`config.mk`:
```
export PLATFORM = sky130hd
export DESIGN_NAME = cavlc_coeff_scan
export DESIGN_NICKNAME = d
export VERILOG_FILES = /design/src/rtl/cavlc_coeff_scan_pkg.sv /design/src/rtl/cavlc_lr_buf.sv /design/src/rtl/cavlc_coeff_scan.sv
export SDC_FILE = /design/constraint.sdc
export NUM_CORES = 1
export LEC_CHECK = 0
export CORE_MARGIN = 3
export CORE_UTILIZATION = 51
export CTS_BUF_LIST = sky130_fd_sc_hd__clkbuf_16
export CTS_CLUSTER_SIZE = 40
export DETAILED_ROUTE_END_ITERATION = 8
export GPL_ROUTABILITY_DRIVEN = 0
export HOLD_SLACK_MARGIN = 0.02
export PLACE_DENSITY = 0.65
export RECOVER_POWER = 100
export SYNTH_ARGS = -nofsm -noshare
export SYNTH_HDL_FRONTEND = slang
export SYNTH_SLANG_ARGS = --single-unit
```
`constraint.sdc`:
```
create_clock -name clk -period 2.8 [get_ports clk]
set_input_delay 0.42 -clock clk [delete_from_list [all_inputs] [get_ports clk]]
set_output_delay 0.42 -clock clk [all_outputs]
set_load 0.02 [all_outputs]
```
`src/rtl/cavlc_coeff_scan_pkg.sv`:
```
// rtl/cavlc_coeff_scan_pkg.sv - shared state encoding, field widths and block-size constants
package cavlc_coeff_scan_pkg;

  typedef enum logic [1:0] {
    ST_IDLE,
    ST_SCAN,
    ST_HDR,
    ST_EMIT
  } state_t;

  localparam int MAX_COEFF = 16;

  localparam int TC_W  = 5;
  localparam int T1_W  = 2;
  localparam int TZ_W  = 4;
  localparam int RUN_W = 4;

  // Legal blk_max values: chroma DC, AC (DC coded separately), full 4x4
  localparam logic [4:0] BLK_MAX_CDC  = 5'd4;
  localparam logic [4:0] BLK_MAX_AC   = 5'd15;
  localparam logic [4:0] BLK_MAX_LUMA = 5'd16;

endpackage

```
`src/rtl/cavlc_lr_buf.sv`:
```
// rtl/cavlc_lr_buf.sv - 16-entry {level, run_before} register file, separate level/run write ports
module cavlc_lr_buf
  import cavlc_coeff_scan_pkg::*;
#(
  parameter int LEVEL_W = 16
) (
  input  logic                      clk,
  input  logic                      lvl_we,
  input  logic [3:0]                lvl_addr,
  input  logic signed [LEVEL_W-1:0] lvl_data,
  input  logic                      run_we,
  input  logic [3:0]                run_addr,
  input  logic [RUN_W-1:0]          run_data,
  input  logic [3:0]                rd_addr,
  output logic signed [LEVEL_W-1:0] rd_level,
  output logic [RUN_W-1:0]          rd_run
);

  logic signed [LEVEL_W-1:0] level_mem [MAX_COEFF];
  logic [RUN_W-1:0]          run_mem   [MAX_COEFF];

  always_ff @(posedge clk) begin
    if (lvl_we) level_mem[lvl_addr] <= lvl_data;
    if (run_we) run_mem[run_addr]   <= run_data;
  end

  assign rd_level = level_mem[rd_addr];
  assign rd_run   = run_mem[rd_addr];

endmodule

```
`src/rtl/cavlc_coeff_scan.sv`:
```
// rtl/cavlc_coeff_scan.sv - CAVLC block scan: header statistics then {level, run} stream.
// Optional CAVLC_LEVEL_SAT_EN clips stored levels to +/-(2^(LEVEL_W-1)-1).
module cavlc_coeff_scan
  import cavlc_coeff_scan_pkg::*;
#(
  parameter int COEFF_W = 16,
  parameter int LEVEL_W = 16
) (
  input  logic                      clk,
  input  logic                      rst,
  input  logic                      blk_start,
  input  logic [4:0]                blk_max,
  output logic                      blk_ready,
  input  logic                      coeff_valid,
  input  logic signed [COEFF_W-1:0] coeff_data,
  output logic                      coeff_ready,
  output logic                      hdr_valid,
  input  logic                      hdr_ready,
  output logic [TC_W-1:0]           total_coeff,
  output logic [T1_W-1:0]           trailing_ones,
  output logic [TZ_W-1:0]           total_zeros,
  output logic [2:0]                t1_sign,
  output logic                      lr_valid,
  input  logic                      lr_ready,
  output logic signed [LEVEL_W-1:0] lr_level,
  output logic [RUN_W-1:0]          lr_run,
  output logic                      lr_last
);

  state_t            state, state_nx;
  logic [4:0]        max_q;
  logic [4:0]        idx;
  logic [TC_W-1:0]   tc;
  logic [TC_W-1:0]   tc_m1;
  logic [T1_W-1:0]   t1;
  logic [TZ_W-1:0]   zeros;
  logic [RUN_W-1:0]  run;
  logic              t1_closed;
  logic [2:0]        sign_q;

  logic              nz, is_one, last_coeff;
  logic              lvl_we, run_we;
  logic signed [LEVEL_W-1:0] level;
  logic signed [LEVEL_W-1:0] rd_level;
  logic [RUN_W-1:0]  rd_run;

  assign tc_m1      = tc - 5'd1;
  assign nz         = (coeff_data != '0);
  assign is_one     = (coeff_data == COEFF_W'(1)) || (coeff_data == '1);
  assign last_coeff = ((idx + 5'd1) == max_q);

`ifdef CAVLC_LEVEL_SAT_EN
  localparam logic signed [COEFF_W-1:0] LMAX = COEFF_W'((64'sd1 <<< (LEVEL_W - 1)) - 64'sd1);
  logic signed [COEFF_W-1:0] clip;
  always_comb begin
    clip = coeff_data;
    if (coeff_data > LMAX)       clip = LMAX;
    else if (coeff_data < -LMAX) clip = -LMAX;
  end
  assign level = clip[LEVEL_W-1:0];
`else
  assign level = coeff_data[LEVEL_W-1:0];
`endif

  always_comb begin
    state_nx    = state;
    blk_ready   = 1'b0;
    coeff_ready = 1'b0;
    hdr_valid   = 1'b0;
    lr_valid    = 1'b0;
    lvl_we      = 1'b0;
    run_we      = 1'b0;
    case (state)
      ST_IDLE: begin
        blk_ready = 1'b1;
        if (blk_start) state_nx = ST_SCAN;
      end
      ST_SCAN: begin
        coeff_ready = 1'b1;
        if (coeff_valid) begin
          lvl_we = nz;
          run_we = nz && (tc != '0);
          if (last_coeff) state_nx = ST_HDR;
        end
      end
      ST_HDR: begin
        hdr_valid = 1'b1;
        // Closes the run of the final stored entry; re-writing while stalled is harmless.
        run_we    = (tc != '0);
        if (hdr_ready) state_nx = (tc != '0) ? ST_EMIT : ST_IDLE;
      end
      ST_EMIT: begin
        lr_valid = 1'b1;
        if (lr_ready && lr_last) state_nx = ST_IDLE;
      end
      default: state_nx = ST_IDLE;
    endcase
  end

  always_ff @(posedge clk) begin
    if (rst) begin
      state     <= ST_IDLE;
      max_q     <= '0;
      idx       <= '0;
      tc        <= '0;
      t1        <= '0;
      zeros     <= '0;
      run       <= '0;
      t1_closed <= 1'b0;
      sign_q    <= '0;
    end else begin
      state <= state_nx;
      case (state)
        ST_IDLE: if (blk_start) begin
          max_q     <= blk_max;
          idx       <= '0;
          tc        <= '0;
          t1        <= '0;
          zeros     <= '0;
          run       <= '0;
          t1_closed <= 1'b0;
          sign_q    <= '0;
        end
        ST_SCAN: if (coeff_valid) begin
          idx <= idx + 5'd1;
          if (nz) begin
            tc  <= tc + 5'd1;
            run <= '0;
            if (is_one && !t1_closed && (t1 != 2'd3)) begin
              sign_q[t1] <= coeff_data[COEFF_W-1];
              t1         <= t1 + 2'd1;
            end else begin
              t1_closed <= 1'b1;
            end
          end else if (tc != '0) begin
            zeros <= zeros + 4'd1;
            run   <= run + 4'd1;
          end
        end
        ST_HDR:  if (hdr_ready && (tc != '0)) idx <= '0;
        ST_EMIT: if (lr_ready) idx <= idx + 5'd1;
        default: ;
      endcase
    end
  end

  cavlc_lr_buf #(.LEVEL_W(LEVEL_W)) u_buf (
    .clk      (clk),
    .lvl_we   (lvl_we),
    .lvl_addr (tc[3:0]),
    .lvl_data (level),
    .run_we   (run_we),
    .run_addr (tc_m1[3:0]),
    .run_data (run),
    .rd_addr  (idx[3:0]),
    .rd_level (rd_level),
    .rd_run   (rd_run)
  );

  assign total_coeff   = tc;
  assign trailing_ones = t1;
  assign total_zeros   = zeros;
  assign t1_sign       = sign_q;
  assign lr_last       = (state == ST_EMIT) && (idx == tc_m1);
  assign lr_level      = (state == ST_EMIT) ? rd_level : '0;
  assign lr_run        = (state == ST_EMIT) ? rd_run : '0;

endmodule

```
==> results by group, run 1 <==
Drt
  – Detailed Route WL: 33,900 µm
  – DRC: 0
  – TritonRoute pass-1 iters: 5
  – Routed Antenna Nets: 0
  – Vias: 7,948
  – Routed vias/inst: 6.01
  – DRT iter0 DRCs: between 800 and 900
  – Average wire per standard cell: 25.6 µm

Yosys
  – Synth async-reset ratio: 0%
  – Largest family of logic cells by synthesized area: multiplexers
  – Most instantiated cells after synthesis: edfxtp_1 (320), mux4_2 (100), dfxtp_1 (35)
  – Post-Synth XOR/XNOR Area: 0.844%
  – Sequential area share after synthesis: 71.0%
  – FF+latch count, synth: 355
  – Avg Cell Area, Syn: 18.9 µm²
  – Top post-synthesis cells by area: edfxtp_1 (66%), mux4_2 (16%), dfxtp_1 (4.8%)
  – Post-synth cell types: 62
  – Synth Instances: 769
  – Multiplexer share of the synthesized area: about 16%
  – Most frequent cell after synthesis: edfxtp_1
  – Yosys top cell by area: edfxtp_1
  – EDFF count, synth: 320
  – Synth Area in Compound Gates: 3.04%
  – Yosys warns: 0
  – Yosys top cell area share: 66.2%
  – Simple-gate share of the synthesized area: 6.09%
  – Synth Flop Type: edfxtp_1
  – Post-Synth Adder-Cell Area: 1.38%
  – Post-Syn Area: 14,500 µm²
  – Syn_nets: around 810

STA
  – Final clock skew: 0.00722 ns
  – RSZ-0062 raised after global routing: true
  – Final slew viol count: 0
  – Hold Vio Cnt, Final: 0
  – Worst-margin pin slew: around 0.84 ns
  – Setup WS post-layout: -0.196 ns
  – Hold_ws: 0.472 ns
  – F_max: 0.334 GHz
  – Final count of negative-setup-slack endpoints: 88
  – Tcrit/Tclk final: 107%
  – Post-route minimum period: 3.00 ns
  – Relative slew slack: between 40 and 50%

Clock network
  – CTS tree: built
  – H-tree depth: 2
  – Clock slew at reported path FFs: around 0.06 ns
  – Clk buf depth: 3
  – Clock sinks: 355
  – Worst-Skew Late Latency: 0.50 ns
  – Cts hold-fix bufs: 0
  – CTS Root Cell: clkbuf_16
  – CTS Buf Count: 37

Power and ir drop
  – Pwr/cell area: 729 nW/µm²
  – Leakage Power: ~6.0 nW
  – Peak VDD IR: 0.000443 V

Floorplan
  – Starting Density: between 50% and 60%
  – I/O Pins: 66
  – Die height: about 170 µm
  – Core footprint: 27,900 µm²
  – Die Width: 175 µm
  – Die area: about 30,000 µm²
  – Row cnt: 61

Global routing
  – Vias in the first global route: 8,441
  – Largest net degree at the start of global routing: 27
  – GRT Total Usage: 22.5%
  – Initial antenna violation count: 1
  – Gr ovfl total: 0
  – First-pass GRT wire length: 51,500 µm

Final layout
  – Fin util: 63.2%
  – Layout area overhead: 21.5%
  – Share of layout cells above drive strength 1: 28.6%
  – Antenna diodes: 0
  – Net count, final: 962
  – Fillers: 1,962

Worst hold path
  – Hold Path Sink: max_q[4]
  – Hold path depth: 2
  – Hold_sp: max_q[4]
  – Hold/Removal Path Class: reg2reg

Placement
  – IO buf count: 65
  – Final HPWL DP: around 20,000 µm

Setup path
  – Startpoint of the worst register-to-register path: state[0]
  – Endpoint class of the critical path: output port
  – Setup crit start kind: register
  – WS Path Type: reg2out
  – Capturing point of the worst reg2reg path: state[0]
  – Flop2flop setup slack: 0.40 ns
  – Crit path max fanout: 11
  – Data arrival, critical path: 2.58 ns
  – Worst reg-to-reg path cell count: 7
  – Worst endpoint required time: 2.38 ns

Run
  – Maxcap violations: 0

Outcome
  – Outcome: finished, violations left
  – Failing checks: negative setup slack
## routing by layer
metal	wire length, µm	share of wire [%]	global-route usage, %
met1	13800	41	30.1
met5	0	0	0
met2	17800	52	39.5
met3	1780	5.3	3.54
met4	586	1.7	5.19
## state kept, by name (all words and copies together) (netlist names), named ones only
register and count:
t1_closed 1, u_buf.run_mem 64, state 2, max_q 5, t1_sign 3, idx 5, total_zeros 4, trailing_ones 2
u_buf.level_mem 256, run 4, total_coeff 5
## repair_timing
item | CTS | global route
pin swaps | 1 | 0
cloned | 6 | 0
setup buffers | 12 | 1
resized for setup | 111 | 24
endpoints found under the setup margin | 21 | 21
## power by group
group	internal, mW	switching [mW]	total (mW)
clock network	2.85	1.89	4.74
logic	1.12	1.11	2.23
registers	5.85	0.0500	5.90
total	9.82	3.05	12.9
## worst max-delay path: stages, from the launching register on
cell,delay (ns)
dfxtp_4,0.36
buf_12,0.14
buf_16,0.15
buf_4,0.12
mux4_2,0.50
mux4_2,0.48
and2_1,0.17
buf_2,0.15
## cell type report
type                    count  area [µm²]  area share, %
clock buffers              37         926           5.25
repair buffers            154        1610           9.11
multi-input cells         359        4040           22.9
flip-flops and latches    355       10300           58.5
inverters                  12        45.0          0.255
clock inverters            27         245           1.39
well taps                 378         473           2.68
## stage by stage
stage | TNS, ns | std cells | setup WS (ns) | area (µm²) | total power, mW
after global placement | -86.38 | 1239 | -0.398 | 16300 | 7.93
after floorplan | 0 | 769 | 0.0253 | 14500 | 7.26
after detailed placement | -109.16 | 1239 | -0.450 | 16300 | 7.97
final | -4.19 | 1322 | -0.196 | 17700 | 12.9
after global routing | -16.69 | 1322 | -0.264 | 17700 | 13.4
after CTS | -3.35 | 1321 | -0.213 | 17800 | 13.0
## how the worst max path moves through the flow
stage | start | endpoint | cells past startpoint
floorplan | state[1] | u_buf.level_mem[3][0] | 6
global placement | coeff_data[15] | u_buf.run_mem[1][3] | 7
detailed placement | coeff_data[15] | u_buf.run_mem[1][3] | 7
CTS | register | lr_level[9] | 6
global route | register | lr_level[2] | 7
finish | register | lr_level[8] | 7
## cell families after synthesis
| family | after synthesis |
|---|---|
| xor gates and xnor gates | 14 |
| adders and majority gates | 16 |
| muxes | 106 |
| DFF | 355 |
| buffers and inverters | 55 |
| and+or+nand+nor | 159 |
| AOI/OAI and AO/OA | 64 |
## placed cells by master, fill, tap and decap left out, types with 4 or more instances in the layout
master / synthesis / final
ha_1: 16 / 16
nand2_1: 25 / 25
bufinv_16: 0 / 5
clkbuf_1: 23 / 23
mux2i_1: 4 / 4
buf_16: 0 / 9
clkbuf_16: 0 / 37
nand4_1: 8 / 8
nor2_2: 0 / 8
dlygate4sd3_1: 0 / 32
buf_6: 3 / 14
xor2_1: 4 / 4
nor4_1: 5 / 5
and3_1: 16 / 16
nand2b_1: 4 / 4
clkdlybuf4s50_1: 0 / 12
nor3_2: 1 / 4
mux4_2: 100 / 100
nor2_1: 31 / 23
nor3b_1: 4 / 4
buf_12: 0 / 15
dfxtp_1: 35 / 32
clkinv_1: 0 / 12
buf_2: 14 / 11
buf_4: 0 / 30
buf_8: 0 / 5
and2_4: 0 / 10
inv_1: 11 / 16
a221o_1: 3 / 4
nand3_1: 12 / 12
xnor2_1: 10 / 10
nor3_1: 10 / 7
and2_1: 21 / 11
nor2b_1: 4 / 4
edfxtp_1: 320 / 320
a21oi_1: 16 / 16
o21ai_0: 8 / 8
a31oi_1: 8 / 8
(Power assumes the default switching activity.)
==> inputs of run 2 (changes only) <==
ABC_AREA = 1   (was unset)
CAP_MARGIN = 5   (was unset)
SLEW_MARGIN = 20   (was unset)
==> results by group, run 2 <==
Outcome
  – Outcome: complete, no violations

Placement
  – IO buf count: 65
  – Final HPWL DP: ~24,000 µm
  – Post-Place Setup Slack: 0.121 ns
  – Inst Count DP: ~1,700

Floorplan
  – Die height: 177 µm
  – Starting Density: 52.7%
  – Die area: ~31,000 µm²
  – Row cnt: 61
  – Die Width: 177 µm
  – Core footprint: 28,200 µm²
  – I/O Pins: 66

Yosys
  – Post-synth cell types: 39
  – FF+latch count, synth: 355
  – Syn_nets: 1,299
  – Synth async-reset ratio: 0%
  – Top post-synthesis cells by area: edfxtp_1 (65%), nor2_1 (5.9%), o21ai_0 (5.7%)
  – Avg Cell Area, Syn: roughly 12 µm²
  – Sequential area share after synthesis: a little under 70%
  – EDFF count, synth: 320
  – Synth Instances: 1,256
  – Post-Syn Area: 14,900 µm²
  – Yosys warns: 0
  – Most frequent cell after synthesis: edfxtp_1
  – Yosys top cell by area: edfxtp_1
  – Most instantiated cells after synthesis: edfxtp_1 (320), nor2_1 (234), o21ai_0 (168)
  – Synth Flop Type: edfxtp_1
  – Yosys top cell area share: between 60 and 70%

STA
  – RSZ-0062 raised after global routing: true
  – Post-route minimum period: roughly 2.8 ns
  – F_max: between 0.3 and 0.4 GHz
  – Relative slew slack: 34.4%
  – Hold Vio Cnt, Final: 0
  – Hold_ws: approximately 0.46 ns
  – Final clock skew: approximately 0.011 ns
  – Tcrit/Tclk final: between 90 and 100%
  – Final slew viol count: 0
  – Setup WS post-layout: 0.0242 ns
  – Worst-margin pin slew: 0.984 ns
  – Final count of negative-setup-slack endpoints: 0

Clock network
  – Worst-Skew Late Latency: 0.51 ns
  – CTS tree: built
  – Clock sinks: 355
  – CTS Buf Count: 38
  – Clk buf depth: 3
  – Clock slew at reported path FFs: approximately 0.06 ns
  – H-tree depth: 2
  – CTS Root Cell: clkbuf_16

Final layout
  – Net count, final: 1,412
  – Biggest register: u_buf.level_mem
  – Max reg flops: 256
  – Fillers: 2,275
  – Post-route insts no fill: 1,775
  – Layout area overhead: 17.5%
  – Most common cell after layout, fill and taps aside: edfxtp_1
  – Reg area: 10,300 µm²
  – Antenna diodes: 0
  – Share of layout cells above drive strength 1: around a tenth
  – Commonest non-fill, non-tap cells in the layout: edfxtp_1 (320), nor2_1 (226), o21ai_0 (171)
  – Fin util: 61.9%
  – Largest regs: u_buf.level_mem (256), u_buf.run_mem (64)
  – Multi-input logic area: 3970 µm²

Global routing
  – Initial antenna violation count: 1
  – First-pass GRT wire length: 59,700 µm
  – GRT Total Usage: 25.0%
  – Vias in the first global route: 10,300
  – Gr ovfl total: 0
  – Largest net degree at the start of global routing: 58

Setup path
  – Endpoint class of the critical path: output port
  – Setup crit start kind: register
  – WS Path Type: reg2out
  – Data arrival, critical path: 2.36 ns
  – Crit path max fanout: 28
  – Worst endpoint required time: approximately 2.4 ns

Worst hold path
  – Hold/Removal Path Class: reg2reg

Drt
  – Vias: 10,500
  – DRC: 0
  – Detailed Route WL: 39,000 µm
  – Routed Antenna Nets: 0
  – TritonRoute pass-1 iters: 6
  – Average wire per standard cell: 22.0 µm
  – Routed vias/inst: roughly 6
  – DRT iter0 DRCs: 1,238

Power and ir drop
  – Peak VDD IR: 0.000641 V
  – Leakage Power: roughly 6.0 nW
  – Final Power: 15.3 mW
  – Pwr/cell area: roughly 880 nW/µm²

Run
  – Maxcap violations: 0
## run 2: cell types whose count changed after synthesis, sizes merged, moves of 16 or more
cell,before,now
a21oi,16,41
and2,21,0
and3,16,0
clkbuf,24,56
inv,12,57
mux4,100,0
nand2,25,112
nand3,12,47
nor2,31,236
o211ai,0,23
o21ai,8,171
o221ai,0,57
o22ai,2,25
## run 2: logic make-up (layout without fill, tap and decap cells)
kind of cell / count (synthesis) / in the layout / share of synthesized area [%]
AOI/OAI and AO/OA: 323 / 323 / 13.1
xor gates and xnor gates: 7 / 7 / 0.412
buffers and inverters: 134 / 275 / 3.97
DFF: 355 / 355 / 69.3
and+or+nand+nor: 421 / 421 / 11.9
adders and majority gates: 16 / 16 / 1.35
## run 2: critical path, stage by stage, from the launching register on
cell and delay [ns]:
dfxtp_4 0.45, buf_4 0.17, clkbuf_16 0.21, o21ai_0 0.11, o221ai_1 0.25, nand3_1 0.11
a21oi_1 0.23, clkdlybuf4s15_2 0.30
## run 2: where the power goes
| part | internal (mW) | total, mW | switching, mW |
|---|---|---|---|
| sequential | 5.97 | 6.18 | 0.204 |
| combinational | 1.45 | 4.29 | 2.83 |
| clock | 2.91 | 4.88 | 1.96 |
| total | 10.3 | 15.3 | 5.00 |
## run 2: worst paths after layout
| kind | startpoint | endpoint | slack, ns | depth (start not counted) |
|---|---|---|---|---|
| setup / recovery | register | lr_level[14] | 0.02 | 7 |
| hold / removal | t1_sign[2] | t1_sign[2] | 0.46 | 2 |
| setup reg to reg | state[1] | u_buf.level_mem[14][2] | 0.24 | 7 |
| hold reg to reg | t1_sign[2] | t1_sign[2] | 0.46 | 2 |
## run 2: layer usage
| metal | wire, µm | track usage, % |
|---|---|---|
| met5 | 7 | 0 |
| met2 | 18300 | 40.0 |
| met3 | 2960 | 4.48 |
| met4 | 1160 | 7.69 |
| met1 | 16500 | 35.3 |
## run 2: repair_timing
item                       CTS  global route
resized for setup           42            26
gates cloned                 1             1
hold buffers                 0             0
pin swaps                    0             2
buffers inserted             0             1
setup endpoints to repair   21            20
## run 2: through the flow
step	setup TNS [ns]	area, µm²
after CTS	-0.0366	17800
after detailed placement	0	16500
after global placement	0	16500
after global routing	-0.0466	17500
after floorplan	0	14900
final	0	17500
## run 2: layout make-up
class / instances / share of cell area (%)
Multi-Input combinational cell: 767 / 22.7
Clock inverter: 27 / 1.17
Timing Repair Buffer: 149 / 7.18
Inverter: 58 / 1.30
Tap cell: 378 / 2.71
Clock buffer: 41 / 5.87
Sequential cell: 355 / 59.0
==> inputs of run 3 (changes only) <==
ABC_CLOCK_PERIOD_IN_PS = 2800   (was unset)
CTS_CLUSTER_DIAMETER = 120   (was unset)
GPL_TIMING_DRIVEN = 0   (was unset)
==> results by group, run 3 (synthesized netlist as in run 2, its figures left out) <==
Clock network
  – CTS tree: built
  – CTS Root Cell: clkbuf_16
  – H-tree depth: 1
  – CTS Buf Count: 12
  – Worst-Skew Late Latency: around 0.52 ns
  – Cts hold-fix bufs: 0
  – Clock slew at reported path FFs: about 0.14 ns
  – Clock sinks: 355
  – Clk buf depth: 3

Placement
  – Post-Place Setup Slack: -0.824 ns
  – Dpl cell area: 16,100 µm²
  – IO buf count: 64
  – Final HPWL DP: ~28,000 µm

Drt
  – Average wire per standard cell: 26.0 µm
  – DRC: 0
  – Routed vias/inst: 6.15
  – Routed Antenna Nets: 0
  – Vias: between 10,000 and 15,000
  – Detailed Route WL: 45,500 µm
  – DRT iter0 DRCs: roughly 1,400
  – TritonRoute pass-1 iters: 6

Global routing
  – First-pass GRT wire length: 66,400 µm
  – Gr ovfl total: 0
  – GRT Total Usage: around 29%
  – Largest net degree at the start of global routing: between 40 and 50
  – Vias in the first global route: 10,600
  – Initial antenna violation count: 0

STA
  – Hold_ws: 0.364 ns
  – Tcrit/Tclk final: 102%
  – Relative slew slack: 33.8%
  – Post-route minimum period: approximately 2.9 ns
  – RSZ-0062 raised after global routing: true
  – Setup TNS Final: -0.206 ns
  – F_max: 0.351 GHz
  – Hold Vio Cnt, Final: 0
  – Worst-margin pin slew: 0.993 ns
  – Final slew viol count: 0
  – Final clock skew: 0.0210 ns
  – Setup WS post-layout: -0.0522 ns
  – Final count of negative-setup-slack endpoints: 7

Floorplan
  – Row cnt: 61
  – Die height: 177 µm
  – I/O Pins: 66
  – Core footprint: 28,200 µm²
  – Die area: 31,200 µm²
  – Starting Density: roughly 53%
  – Die Width: between 150 and 200 µm

Power and ir drop
  – Switching pwr: 5.23 mW
  – Switching Fraction: 37.6%
  – Part of the power in registers: around 44%
  – Pwr/cell area: 815 nW/µm²
  – Clock share of power: 17.0%
  – Peak VDD IR: 0.000412 V
  – Leakage Power: 5.91 nW
  – Comb power frac: 38.8%
  – Internal power: just under 9 mW

Final layout
  – Net count, final: 1,415
  – Commonest non-fill, non-tap cells in the layout: edfxtp_1 (320), nor2_1 (226), o21ai_0 (158)
  – Layout area overhead: 14.7%
  – Final instance area: about 17,000 µm²
  – Biggest register: u_buf.level_mem
  – Max reg flops: 256
  – Largest regs: u_buf.level_mem (256), u_buf.run_mem (64)
  – Share of layout cells above drive strength 1: 13.7%
  – Antenna diodes: 0
  – Most common cell after layout, fill and taps aside: edfxtp_1
  – Fin util: between 60% and 70%

Outcome
  – Failing checks: negative setup slack
  – Outcome: finished, violations left

Setup path
  – WS Path Type: reg2out
  – Worst endpoint required time: 2.38 ns
  – Data arrival, critical path: about 2.4 ns
  – Endpoint class of the critical path: output port
  – Setup crit start kind: register
  – Crit path max fanout: 10

Worst hold path
  – Hold/Removal Path Class: in2reg

Run
  – Maxcap violations: 0
[run 3: final timing paths]
path / start / to / cells past startpoint / slack (ns)
worst min register to register: t1_sign[1] / t1_sign[1] / 2 / 0.47
worst min-delay path: rst / total_coeff[4] / 2 / 0.36
worst max register to register: state[1] / t1_closed / 12 / 0.26
worst max-delay path: register / lr_run[2] / 8 / -0.05
[run 3: critical path, cell delays in order (launching register included)]
cell	delay (ns)
dfxtp_4	0.47
buf_12	0.15
buf_4	0.15
clkbuf_16	0.17
o21ai_0	0.12
o221ai_1	0.23
nand3_1	0.15
a21oi_2	0.26
buf_4	0.19
[run 3: final cells by class]
type / count / area (µm²)
buffer: 72 / 688
multi-input combinational: 767 / 4080
timing repair buffer: 106 / 915
sequential: 355 / 10300
tap: 378 / 473
clock buffer: 13 / 325
fill: 2322 / 11200
inverter: 58 / 235
clock inverter: 5 / 20.0
[run 3: what timing repair did]
| action | 4_1_cts | 5_1_grt |
|---|---|---|
| endpoints found under the hold margin | 0 | 0 |
| endpoints found under the setup margin | 265 | 259 |
| pin swaps | 38 | 33 |
| setup buffers | 27 | 11 |
| gates cloned | 2 | 0 |
| resized for setup | 260 | 48 |
[run 3: layer usage]
layer  GRT usage [%]  routed length [µm]  share of wire, %
met4            10.5                2030               4.5
met1            38.8               17100                38
met5               0                   0                 0
met2            47.7               21300                47
met3            5.28                5070                11
[run 3: per-stage QoR]
stage,cells,total power [mW]
after floorplan,1256,9.01
after global placement,1698,10.8
after detailed placement,1700,10.8
after CTS,1746,13.9
after global routing,1754,14.5
final,1754,13.9
[run 3: power by group through the flow]
stage	Sequential, mW	Clock [mW]	Combinational [mW]
CTS	6.11	2.35	5.40
finish	6.14	2.36	5.40
global route	6.17	2.53	5.79
global placement	6.22	0	4.53
floorplan	6.19	0	2.82
detailed placement	6.22	0	4.60
